$ cat src/rtl/add_sub_pkg.sv
// rtl/add_sub_pkg.sv - shared op-code enum, op width and adder helper functions
package add_sub_pkg;

    localparam int OP_W = 2;

    typedef enum logic [OP_W-1:0] {
        OP_ADD  = 2'b00,
        OP_SUB  = 2'b01,
        OP_ADDC = 2'b10,
        OP_SUBB = 2'b11
    } op_e;

    // Subtracting ops feed the adder with the inverted second operand.
    function automatic logic op_is_sub(input op_e op);
        return (op == OP_SUB) || (op == OP_SUBB);
    endfunction

    // Carry into the LSB: fixed for ADD/SUB, taken from CIN for the chained ops.
    function automatic logic op_carry(input op_e op, input logic cin);
        logic c;
        case (op)
            OP_ADD:  c = 1'b0;
            OP_SUB:  c = 1'b1;
            default: c = cin;
        endcase
        return c;
    endfunction

endpackage

$ cat src/rtl/add_sub_core.sv
// rtl/add_sub_core.sv - combinational add/sub with carry-out, overflow and optional saturation (ADD_SUB_PIPE_SAT_EN)
module add_sub_core
    import add_sub_pkg::*;
#(
    parameter int WIDTH = 8
) (
    input  logic [OP_W-1:0]  op_i,
    input  logic [WIDTH-1:0] a_i,
    input  logic [WIDTH-1:0] b_i,
    input  logic             cin_i,
    input  logic             sat_i,
    output logic [WIDTH-1:0] o_o,
    output logic             cout_o,
    output logic             ovf_o
);

    localparam logic [WIDTH-1:0] SMAX = {1'b0, {(WIDTH-1){1'b1}}};
    localparam logic [WIDTH-1:0] SMIN = {1'b1, {(WIDTH-1){1'b0}}};

    op_e              op;
    logic [WIDTH-1:0] b_eff;
    logic             carry;
    logic [WIDTH:0]   sum;
    logic [WIDTH-1:0] raw;

    assign op = op_e'(op_i);

    // One (WIDTH+1)-bit adder serves all four ops; overflow is judged on the adder inputs.
    always_comb begin
        b_eff  = op_is_sub(op) ? ~b_i : b_i;
        carry  = op_carry(op, cin_i);
        sum    = {1'b0, a_i} + {1'b0, b_eff} + {{WIDTH{1'b0}}, carry};
        raw    = sum[WIDTH-1:0];
        cout_o = sum[WIDTH];
        ovf_o  = (a_i[WIDTH-1] == b_eff[WIDTH-1]) && (raw[WIDTH-1] != a_i[WIDTH-1]);
    end

`ifdef ADD_SUB_PIPE_SAT_EN
    // On overflow both inputs share a sign, so the sign of a_i tells the clamp direction.
    always_comb begin
        o_o = raw;
        if (sat_i && ovf_o) begin
            o_o = a_i[WIDTH-1] ? SMIN : SMAX;
        end
    end
`else
    logic unused_sat;
    logic [2*WIDTH-1:0] unused_lim;
    assign unused_sat = sat_i;
    assign unused_lim = {SMAX, SMIN};
    assign o_o = raw;
`endif

endmodule

$ cat src/rtl/add_sub_pipe.sv
// rtl/add_sub_pipe.sv - elastic add/sub pipeline, STAGES deep, optional saturation via ADD_SUB_PIPE_SAT_EN
module add_sub_pipe
    import add_sub_pkg::*;
#(
    parameter int WIDTH  = 8,
    parameter int STAGES = 2
) (
    input  logic             CLK,
    input  logic             ASYNCRESETN,
    input  logic             I_VALID,
    output logic             I_READY,
    input  logic [OP_W-1:0]  OP,
    input  logic [WIDTH-1:0] I0,
    input  logic [WIDTH-1:0] I1,
    input  logic             CIN,
    input  logic             SAT,
    output logic             O_VALID,
    input  logic             O_READY,
    output logic [WIDTH-1:0] O,
    output logic             COUT,
    output logic             OVF
);

    // Each stage carries {ovf, cout, o}.
    localparam int DW = WIDTH + 2;

    logic [STAGES-1:0] valid_q, valid_d;
    logic [DW-1:0]     data_q [STAGES];
    logic [DW-1:0]     data_d [STAGES];
    logic [STAGES-1:0] adv;

    logic [WIDTH-1:0]  core_o;
    logic              core_cout;
    logic              core_ovf;

    add_sub_core #(
        .WIDTH (WIDTH)
    ) u_core (
        .op_i   (OP),
        .a_i    (I0),
        .b_i    (I1),
        .cin_i  (CIN),
        .sat_i  (SAT),
        .o_o    (core_o),
        .cout_o (core_cout),
        .ovf_o  (core_ovf)
    );

    // A stage advances if it or any stage downstream of it has a hole, or the sink takes the head.
    always_comb begin
        logic hole;
        hole = O_READY;
        adv  = '0;
        for (int k = STAGES - 1; k >= 0; k--) begin
            hole   = hole | ~valid_q[k];
            adv[k] = hole;
        end
    end

    // Stage 1 captures the adder result; later stages only shift it along.
    always_comb begin
        valid_d = valid_q;
        data_d  = data_q;
        if (adv[0]) begin
            valid_d[0] = I_VALID;
            if (I_VALID) begin
                data_d[0] = {core_ovf, core_cout, core_o};
            end
        end
        for (int k = 1; k < STAGES; k++) begin
            if (adv[k]) begin
                valid_d[k] = valid_q[k-1];
                if (valid_q[k-1]) begin
                    data_d[k] = data_q[k-1];
                end
            end
        end
    end

    // Pipeline registers; reset empties every stage and zeroes the result.
    always_ff @(posedge CLK or negedge ASYNCRESETN) begin
        if (!ASYNCRESETN) begin
            valid_q <= '0;
            for (int k = 0; k < STAGES; k++) begin
                data_q[k] <= '0;
            end
        end else begin
            valid_q <= valid_d;
            for (int k = 0; k < STAGES; k++) begin
                data_q[k] <= data_d[k];
            end
        end
    end

    assign I_READY = adv[0];
    assign O_VALID = valid_q[STAGES-1];
    assign O       = data_q[STAGES-1][WIDTH-1:0];
    assign COUT    = data_q[STAGES-1][WIDTH];
    assign OVF     = data_q[STAGES-1][WIDTH+1];

endmodule

$ cat config.mk
export PLATFORM = sky130hd
export DESIGN_NAME = add_sub_pipe
export DESIGN_NICKNAME = d
export VERILOG_FILES = /design/src/rtl/add_sub_pkg.sv /design/src/rtl/add_sub_core.sv /design/src/rtl/add_sub_pipe.sv
export SDC_FILE = /design/constraint.sdc
export NUM_CORES = 1
export LEC_CHECK = 0
export ABC_CLOCK_PERIOD_IN_PS = 1500
export CORE_MARGIN = 5
export CORE_UTILIZATION = 40
export CTS_CLUSTER_DIAMETER = 100
export DETAILED_ROUTE_END_ITERATION = 6
export GPL_TIMING_DRIVEN = 0
export PLACE_DENSITY_LB_ADDON = 0.3
export REMOVE_ABC_BUFFERS = 1
export SYNTH_ARGS = -nofsm -noshare
export SYNTH_HDL_FRONTEND = slang
export SYNTH_SLANG_ARGS = --single-unit
$ cat constraint.sdc
create_clock -name CLK -period 1.5 [get_ports CLK]
set_clock_uncertainty 0.15 [all_clocks]
set_input_delay 0.225 -clock CLK [delete_from_list [all_inputs] [get_ports CLK]]
set_output_delay 0.225 -clock CLK [all_outputs]
set_load 0.02 [all_outputs]
* Word-level counts from Yosys, hierarchy flattened
Index checks and enable logic that the tools add are counted.
** Operators by class
- Add/subtract/negate cells :: 2
- Equality and inequality tests :: 4
- Mux-type cells :: 2
- Bitwise logic cells :: 5
- Reduce and logical (&&, ||, !) cells :: 5
** Operators with widths (count)
- $add 8x8->9 :: 1
- $add 9x1->9 :: 1
- $mux 8 :: 1
- $not 8->8 :: 1
- $reduce_and 2->1 :: 2
- $eq 2x1->1 const B :: 1
- $eq 2x2->1 const B :: 1
- $logic_not 2->1 :: 1
- $not 1->1 :: 2
- $or 1x1->1 :: 2
- $pmux 1 s2 :: 1
- $eq 1x1->1 :: 1
- $logic_and 1x1->1 :: 1
- $logic_or 1x1->1 :: 1
- $ne 1x1->1 :: 1
** Word-level totals
- Flip-flop bits (word level) :: 22
- Input port bits :: 24
- Output and inout port bits :: 12
- Logic and storage cells :: 22

* Longest topological paths before layout
Gate-level depths: netlist of the first run.
- Depth after elaboration :: 7
- Gate-level depth with buffers :: 10

* By module
A second synthesis of the first run with hierarchy kept.
** Second synthesis, totals
- Cell total of the unflattened synthesis :: 111
- Area, all modules :: 1341.3 um^2
** Modules (own cells, without submodules)
- add_sub_pipe :: times used 1, cells an instance 56, area each 892.1 um^2, sequential area each 550.5 um^2
- add_sub_core :: times used 1, cells an instance 55, area each 449.2 um^2, sequential area each 0.0 um^2

* Least setup slack after synthesis of the first run
No wires, ideal clock.
- Path kind :: input to register
- Start point :: in OP[0]
- End point :: reg data_q[16] (netlist bit)
- Library setup time :: 128 ps
- Arrival time :: 2015 ps
- Required time :: 1222 ps
- Path slack :: -793 ps
- Stages :: 10
- Path through :: buf_2 -> mux2_2 -> fa_1 -> inv_1 -> fa_1 -> nor2b_1 -> o31ai_2 -> nand2b_1 -> a211oi_1 -> o31ai_1
** Between the ends
- Cells in the longest elaborated chain, start to end :: 5
- Elaborated cells between the ends (all ways) :: 8
- Classes of those cells :: add/sub: 2; eq/ne: 2; mux: 2; reduce/logical: 2
** Ends and longest elaborated chain
- start: declaration :: line add_sub_pipe.sv:12 : input logic [OP_W-1:0] OP,
- $eq 2x1->1 or $eq 2x2->1 (tied branches) :: line add_sub_pkg.sv:15, add_sub_pkg.sv:21
- $logic_or 1x1->1 :: line add_sub_pkg.sv:15 : return (op == OP_SUB) || (op == OP_SUBB);
- $mux 8 :: line add_sub_core.sv:30 : b_eff = op_is_sub(op) ? ~b_i : b_i;
- $add 8x8->9 :: line add_sub_core.sv:32 : sum = {1'b0, a_i} + {1'b0, b_eff} + {{WIDTH{1'b0}}, carry};
- $add 9x1->9 * :: line add_sub_core.sv:32
- end signal: indexed assignment :: line add_sub_pipe.sv:90 : data_q[k] <= data_d[k];
- end: declaration :: line add_sub_pipe.sv:28 : logic [DW-1:0] data_q [STAGES];
Mark *: on every way between the ends. The rest lies on a longest branch, timed or not.
A chain may end at the register's enable or synchronous reset.

* Worst setup path after layout of the first run
- Start point :: in OP[1]
- End point :: reg data_q[16] (netlist bit)
The elaborated chain is that of the path after synthesis.

==> run_results.csv, run 1 <==
group,metric,value,unit
yosys,synth.area.top_cells,"dfrtp_1 42%, mux2_2 10%, xor2_1 8.0%",
timing,final_max_slew_viol_count,0,
timing,relSlewSlack,39.8,%
layout,syn2layout_area_growth,41.5,%
min_path,worstHoldPathCells,3,
layout,nets,187,
run_status,outcome,"complete, but fails checks",
yosys,yosysWarnings,0,
worst_setup_path,r2r_cells,3,
placed_design,numPortBuffers,34,
timing,layout_setup_ws,-0.495,ns
yosys,synth_flop_cell,"dfrtp_1",
placed_design,gp_congestion,0.716,
drt,drc,0,
drt,ant_nets,0,
yosys,avgSynthCellArea,11.5,um^2
power_and_ir_drop,switching_power,0.000699,W
power_and_ir_drop,pwr-share-seq,40.7,%
worst_setup_path,arrival,2.03,ns
timing,fin_crit_sh,133,%
clock_tree,htreeDepth,1,
layout,fin_area,0.00185,mm^2
clock_tree,cts-root-buf,"clkbuf_4",
timing,hold_violations,0,
power_and_ir_drop,max-vdd-ir-drop,0.000361,V
floorplan,dieArea,0.00452,mm^2
clock_tree,cts.path.max_buffers,2,
global_route,grt_pass1_vias,958,
timing,period_needed,1.99,ns
min_path,hp-start,"I0[0]",
min_path,hp-class,"input pin to register",
drt,wl_per_cell,12.7,um
global_route,grt_overflow,0,
clock_tree,cts_sinks,22,
timing,worst_pin_slew,0.900,ns
yosys,synth-seq-cells,22,
yosys,synth_cell_types,30,
yosys,synth_top_area_share,42.0,%
global_route,grt_util_all_layers,11.9,%
worst_setup_path,crit_path_max_fanout,3,
clock_tree,numCtsBuffers,3,
worst_setup_path,critPathLaunch,"OP[1]",
worst_setup_path,cp-start-kind,"input pin",
yosys,synthCells,114,
yosys,synth-edff-count,0,
yosys,synthMostInstantiatedCell,"dfrtp_1",
clock_tree,cts_tree,"done",
job,cap_violations,0,
run_status,violations,"setup timing",
drt,firstDrtPassIters,4,
placed_design,dp.cells,182,
worst_setup_path,end_kind,"register",
clock_tree,clock_latency,0.29,ns
yosys,yosys.area.top_type,"dfrtp_1",
power_and_ir_drop,comb_power_share,44.5,%
global_route,grt_max_degree,23,
drt,vias,938,
timing,rsz0062_at_grt,"true",
power_and_ir_drop,switching_share,33.6,%
worst_setup_path,critPathRequiredTime,1.54,ns
clock_tree,cts_hold_buf,0,
timing,setup_violations,9,
floorplan,core_area,0.00310,mm^2
power_and_ir_drop,internal-power,0.00138,W
floorplan,die_y,67.2,um
worst_setup_path,r2r_slack,0.13,ns
yosys,async_reset_ff_share,100,%
drt,drt_iter0_markers,10,
global_route,grt_antenna_before_repair,0,
power_and_ir_drop,pwr_density_cell,1120,mW/mm^2
timing,fin_hold_ws,0.250,ns
clock_tree,clkTransAtPathRegs,0.11,ns
placed_design,dp.final_hpwl,1.77,mm
floorplan,die_width,67.2,um
worst_setup_path,path_class,"input pin to register",
floorplan,initial_utilization,42.2,%
floorplan,num_rows,20,
yosys,syn_area,0.00131,mm^2
placed_design,placed_area,0.00163,mm^2
global_route,grt_pass1_wl,4.14,mm
timing,fmax,501,MHz
floorplan,io_pins,36,
power_and_ir_drop,p_clk_share,14.8,%
power_and_ir_drop,p_leak,0.849,nW
layout,num_antenna_cells,0,
layout,drive_gt1_share,36.6,%
yosys,synth_commonest_cells,"22 x dfrtp_1, 12 x mux2_2, 12 x xor2_1",
layout,final_cells,197,
drt,viasPerCell,4.76,
worst_setup_path,worstReg2RegStart,"valid_q[0]",
drt,routed_wl,2.51,mm
yosys,yosysSeqAreaShare,42.0,%
[logic make-up (layout without fill, tap and decap cells)]
kind of cell / count (synthesis) / in the layout / synth area share, %
xor+xnor: 13 / 13 / 8.69
mux: 12 / 12 / 10.3
fa+ha+maj: 9 / 9 / 9.74
simple gates: 21 / 21 / 8.12
flops: 22 / 22 / 42.0
compound gates: 24 / 24 / 14.1
buf+inv: 13 / 52 / 6.97
[cell usage in the layout (no fill, tap or decap), types with 2 or more instances in the layout]
cell type,n
a21oi_2,3
o31ai_2,2
o31ai_4,2
fa_2,2
mux2_2,11
clkdlybuf4s50_1,15
clkbuf_4,3
dlymetal6s2s_1,2
nor2_1,3
dlygate4sd2_1,12
buf_4,9
ha_1,5
nand2b_1,5
xor2_1,9
buf_2,2
o21ai_1,7
buf_6,3
dfrtp_1,22
inv_1,2
xor2_2,3
nand2_1,8
a21oi_1,2
[state kept, by name (all words and copies together), names as in the netlist]
register,count
OVF,1
valid_q,2
data_q,10
O,8
COUT,1
[worst max-delay path: stages]
cell	delay [ns]
buf_6	0.09
mux2_4	0.30
fa_2	0.41
inv_2	0.07
fa_2	0.23
nor2b_4	0.06
o31ai_4	0.21
nand2b_1	0.11
a211oi_2	0.26
o31ai_2	0.07
[power by group through the flow]
stage	Clock, W	Combinational (W)	Sequential [W]
4_1_cts	0.000311	0.000865	0.000849
2_1_floorplan	0	0.000376	0.000984
6_report	0.000308	0.000925	0.000847
3_3_place_gp	0	0.000842	0.000861
3_5_place_dp	0	0.000861	0.000867
5_1_grt	0.000336	0.00101	0.000878
[metrics by stage]
| stage | setup WS [ns] | util, % | total power (W) | TNS [ns] |
|---|---|---|---|---|
| floorplan | -0.665 | - | 0.00136 | -3.78 |
| global placement | -1.57 | 52.4 | 0.00170 | -15.18 |
| detailed placement | -1.60 | 52.4 | 0.00173 | -15.95 |
| CTS | -0.569 | 56.8 | 0.00203 | -3.11 |
| global route | -0.579 | 59.7 | 0.00222 | -3.66 |
| finish | -0.495 | 59.7 | 0.00208 | -3.05 |
[metal layers]
metal  global-route usage [%]  vias up  wire [um]
li1                         -      464          -
met1                     15.2      446       1020
met2                     20.4       26       1350
met3                    0.998        2        118
met4                     5.32        0         21
met5                        0        -          0
[area by class of cell]
type	instances	area, um^2
clock buffer	4	36.3
multi-input combinational	79	783
timing repair buffer	45	417
sequential	22	551
inverter	3	11.3
fill	269	1250
tap	44	55.1
[path summary, 6_finish.rpt]
path,end
min reg2reg,data_q[11]
max reg2reg,data_q[10]
max in group asynchronous,data_q[14]
max,data_q[16]
min in group asynchronous,O[6]
min,data_q[10]
[timing repair]
item / 4_1_cts / 5_1_grt
pin swaps: 16 / 16
cloned: 0 / 0
setup buffers: 8 / 3
setup endpoints to repair: 22 / 18
gates resized for setup: 47 / 16
(Power assumes the default switching activity.)
==> run 2: changes to the inputs <==
--- a/config.mk
+++ b/config.mk
@@ -13,6 +13,7 @@
 export GPL_TIMING_DRIVEN = 0
 export PLACE_DENSITY_LB_ADDON = 0.3
 export REMOVE_ABC_BUFFERS = 1
+export SKIP_LAST_GASP = 1
 export SYNTH_ARGS = -nofsm -noshare
 export SYNTH_HDL_FRONTEND = slang
 export SYNTH_SLANG_ARGS = --single-unit
==> run 2 against run 1 <==
  * The run still ends with setup timing left
  * Utilization barely moved
  * Combinational power barely moved
  * Sequential power barely moved
  * Sequential share of layout area barely moved
  * Critical path type unchanged
  * Largest cell class unchanged
==> run_results.csv, run 2 (same netlist as run 1, synthesis figures left out) <==
group,metric,value,unit
run_status,outcome,"complete, but fails checks",
run_status,violations,"setup timing",
power_and_ir_drop,pwr-share-seq,40.8,%
worst_setup_path,path_cells,"buf_6 -> mux2_4 -> fa_2 -> inv_2 -> fa_2 -> nor2b_4 -> o31ai_4 -> nand2b_1 -> a211oi_2 -> o31ai_2",
power_and_ir_drop,internal-power,0.00138,W
drt,vias,938,
timing,final_max_slew_viol_count,0,
placed_design,dp.final_hpwl,1.77,mm
floorplan,io_pins,36,
worst_setup_path,crit_path_max_fanout,3,
worst_setup_path,r2r_slack,0.13,ns
placed_design,dp.cells,182,
global_route,grt_antenna_before_repair,0,
timing,layout_setup_ws,-0.493,ns
global_route,grt_max_degree,23,
clock_tree,cts_tree,"done",
clock_tree,clock_latency,0.29,ns
worst_setup_path,critPathRequiredTime,1.54,ns
job,cap_violations,0,
power_and_ir_drop,max-vdd-ir-drop,0.000362,V
layout,largest_register_ffs,10,
timing,fin_crit_sh,133,%
floorplan,initial_utilization,42.2,%
worst_setup_path,path_class,"input pin to register",
drt,wl_per_cell,12.8,um
global_route,grt_pass1_wl,4.14,mm
floorplan,num_rows,20,
clock_tree,htreeDepth,1,
global_route,grt_overflow,0,
timing,relSlewSlack,39.8,%
clock_tree,cts_hold_buf,0,
worst_setup_path,crit_slowest_cell,"fa_2",
timing,worst_pin_slew,0.900,ns
timing,fmax,502,MHz
clock_tree,cts-root-buf,"clkbuf_4",
worst_setup_path,worstReg2RegStart,"valid_q[0]",
drt,routed_wl,2.52,mm
worst_setup_path,critPathLaunch,"OP[1]",
worst_setup_path,critPathMaxStageDelay,0.41,ns
worst_setup_path,worst_path_most_repeated_cell,"fa_2",
layout,final_cells,197,
timing,rsz0062_at_grt,"true",
layout,nets,187,
drt,drc,0,
layout,seq_area,551,um^2
layout,top_register,"data_q",
layout,num_antenna_cells,0,
floorplan,dieArea,0.00452,mm^2
layout,syn2layout_area_growth,41.5,%
drt,firstDrtPassIters,4,
min_path,holdPathEnd,"data_q[10]",
placed_design,gp_congestion,0.716,
timing,setup_violations,9,
drt,drt_iter0_markers,8,
power_and_ir_drop,p_clk_share,14.8,%
timing,hold_violations,0,
layout,layout_common_cells,"22 x dfrtp_1, 15 x clkdlybuf4s50_1, 12 x dlygate4sd2_1",
layout,drive_gt1_share,35.9,%
worst_setup_path,arrival,2.03,ns
layout,multi_input_area,783,um^2
clock_tree,cts_sinks,22,
drt,viasPerCell,4.76,
worst_setup_path,r2r_cells,3,
clock_tree,cts.path.max_buffers,2,
global_route,grt_pass1_vias,956,
min_path,hp-start,"I0[0]",
power_and_ir_drop,comb_power_share,44.4,%
placed_design,numPortBuffers,34,
worst_setup_path,cp-start-kind,"input pin",
power_and_ir_drop,switching_power,0.000698,W
power_and_ir_drop,pwr_density_cell,1120,mW/mm^2
layout,nFillCells,268,
clock_tree,clkTransAtPathRegs,0.11,ns
timing,period_needed,1.99,ns
placed_design,dp_slack,-1.60,ns
min_path,hp-class,"input pin to register",
floorplan,core_area,0.00310,mm^2
power_and_ir_drop,switching_share,33.6,%
layout,final_common_cell,"dfrtp_1",
drt,ant_nets,0,
floorplan,die_y,67.2,um
min_path,worstHoldPathCells,3,
clock_tree,numCtsBuffers,3,
power_and_ir_drop,p_leak,0.848,nW
worst_setup_path,regToRegEndpoint,"data_q[10]",
floorplan,die_width,67.2,um
timing,fin_hold_ws,0.250,ns
worst_setup_path,end_kind,"register",
global_route,grt_util_all_layers,11.9,%
## run 2: cell types whose count changed in the layout (fill, tap and decap cells not counted), sizes merged
cell	previous run	this run
clkdlybuf4s15	0	1
clkbuf	5	4
## run 2: power groups by stage
stage               clock network (W)  logic, W  registers (W)
floorplan                           0  0.000376       0.000984
global placement                    0  0.000842       0.000861
detailed placement                  0  0.000861       0.000867
CTS                          0.000311  0.000865       0.000849
global route                 0.000336   0.00101       0.000878
finish                       0.000308  0.000922       0.000847
## run 2: cell type report
type	count	share of cell area [%]
Multi-Input combinational cell	79	42.2
Clock buffer	4	1.96
Timing Repair Buffer	45	22.5
Tap cell	44	2.97
Sequential cell	22	29.7
Inverter	3	0.607
## run 2: worst max path at each step
stage                 endpoint  slack, ns  cells past startpoint
global route        data_q[17]      -0.56                      9
finish              data_q[16]      -0.49                     10
detailed placement  data_q[16]      -1.60                     10
CTS                 data_q[19]      -0.57                      9
floorplan           data_q[16]      -0.66                      9
global placement    data_q[16]      -1.57                     10
## run 2: timing repair
action,CTS,global route
pin swaps,16,16
gates resized for setup,47,14
buffers inserted,8,3
setup endpoints to repair,22,18
## run 2: critical path: cells and delay by family
kind	cells	cell delay [ns]
AO/OA/AOI/OAI	3	0.53
adder cells (fa/ha/maj)	2	0.64
buffers and inverters	2	0.16
multiplexers	1	0.30
AND/OR/NAND/NOR	2	0.17
## run 2: per-layer routing
metal / track usage [%] / vias to the layer above / wire length [um]
met5: 0 / - / 0
met4: 5.32 / 0 / 21
met3: 0.998 / 2 / 117
met1: 15.2 / 447 / 1030
met2: 20.4 / 24 / 1350
li1: - / 465 / -
## run 2: stage by stage
step	setup TNS, ns	power (W)	cell area, um^2	util (%)
3_3_place_gp	-15.18	0.00170	1630	52.4
5_1_grt	-3.71	0.00222	1850	59.8
3_5_place_dp	-15.95	0.00173	1630	52.4
4_1_cts	-3.11	0.00203	1760	56.8
6_report	-3.09	0.00208	1850	59.8
2_1_floorplan	-3.78	0.00136	1230	-
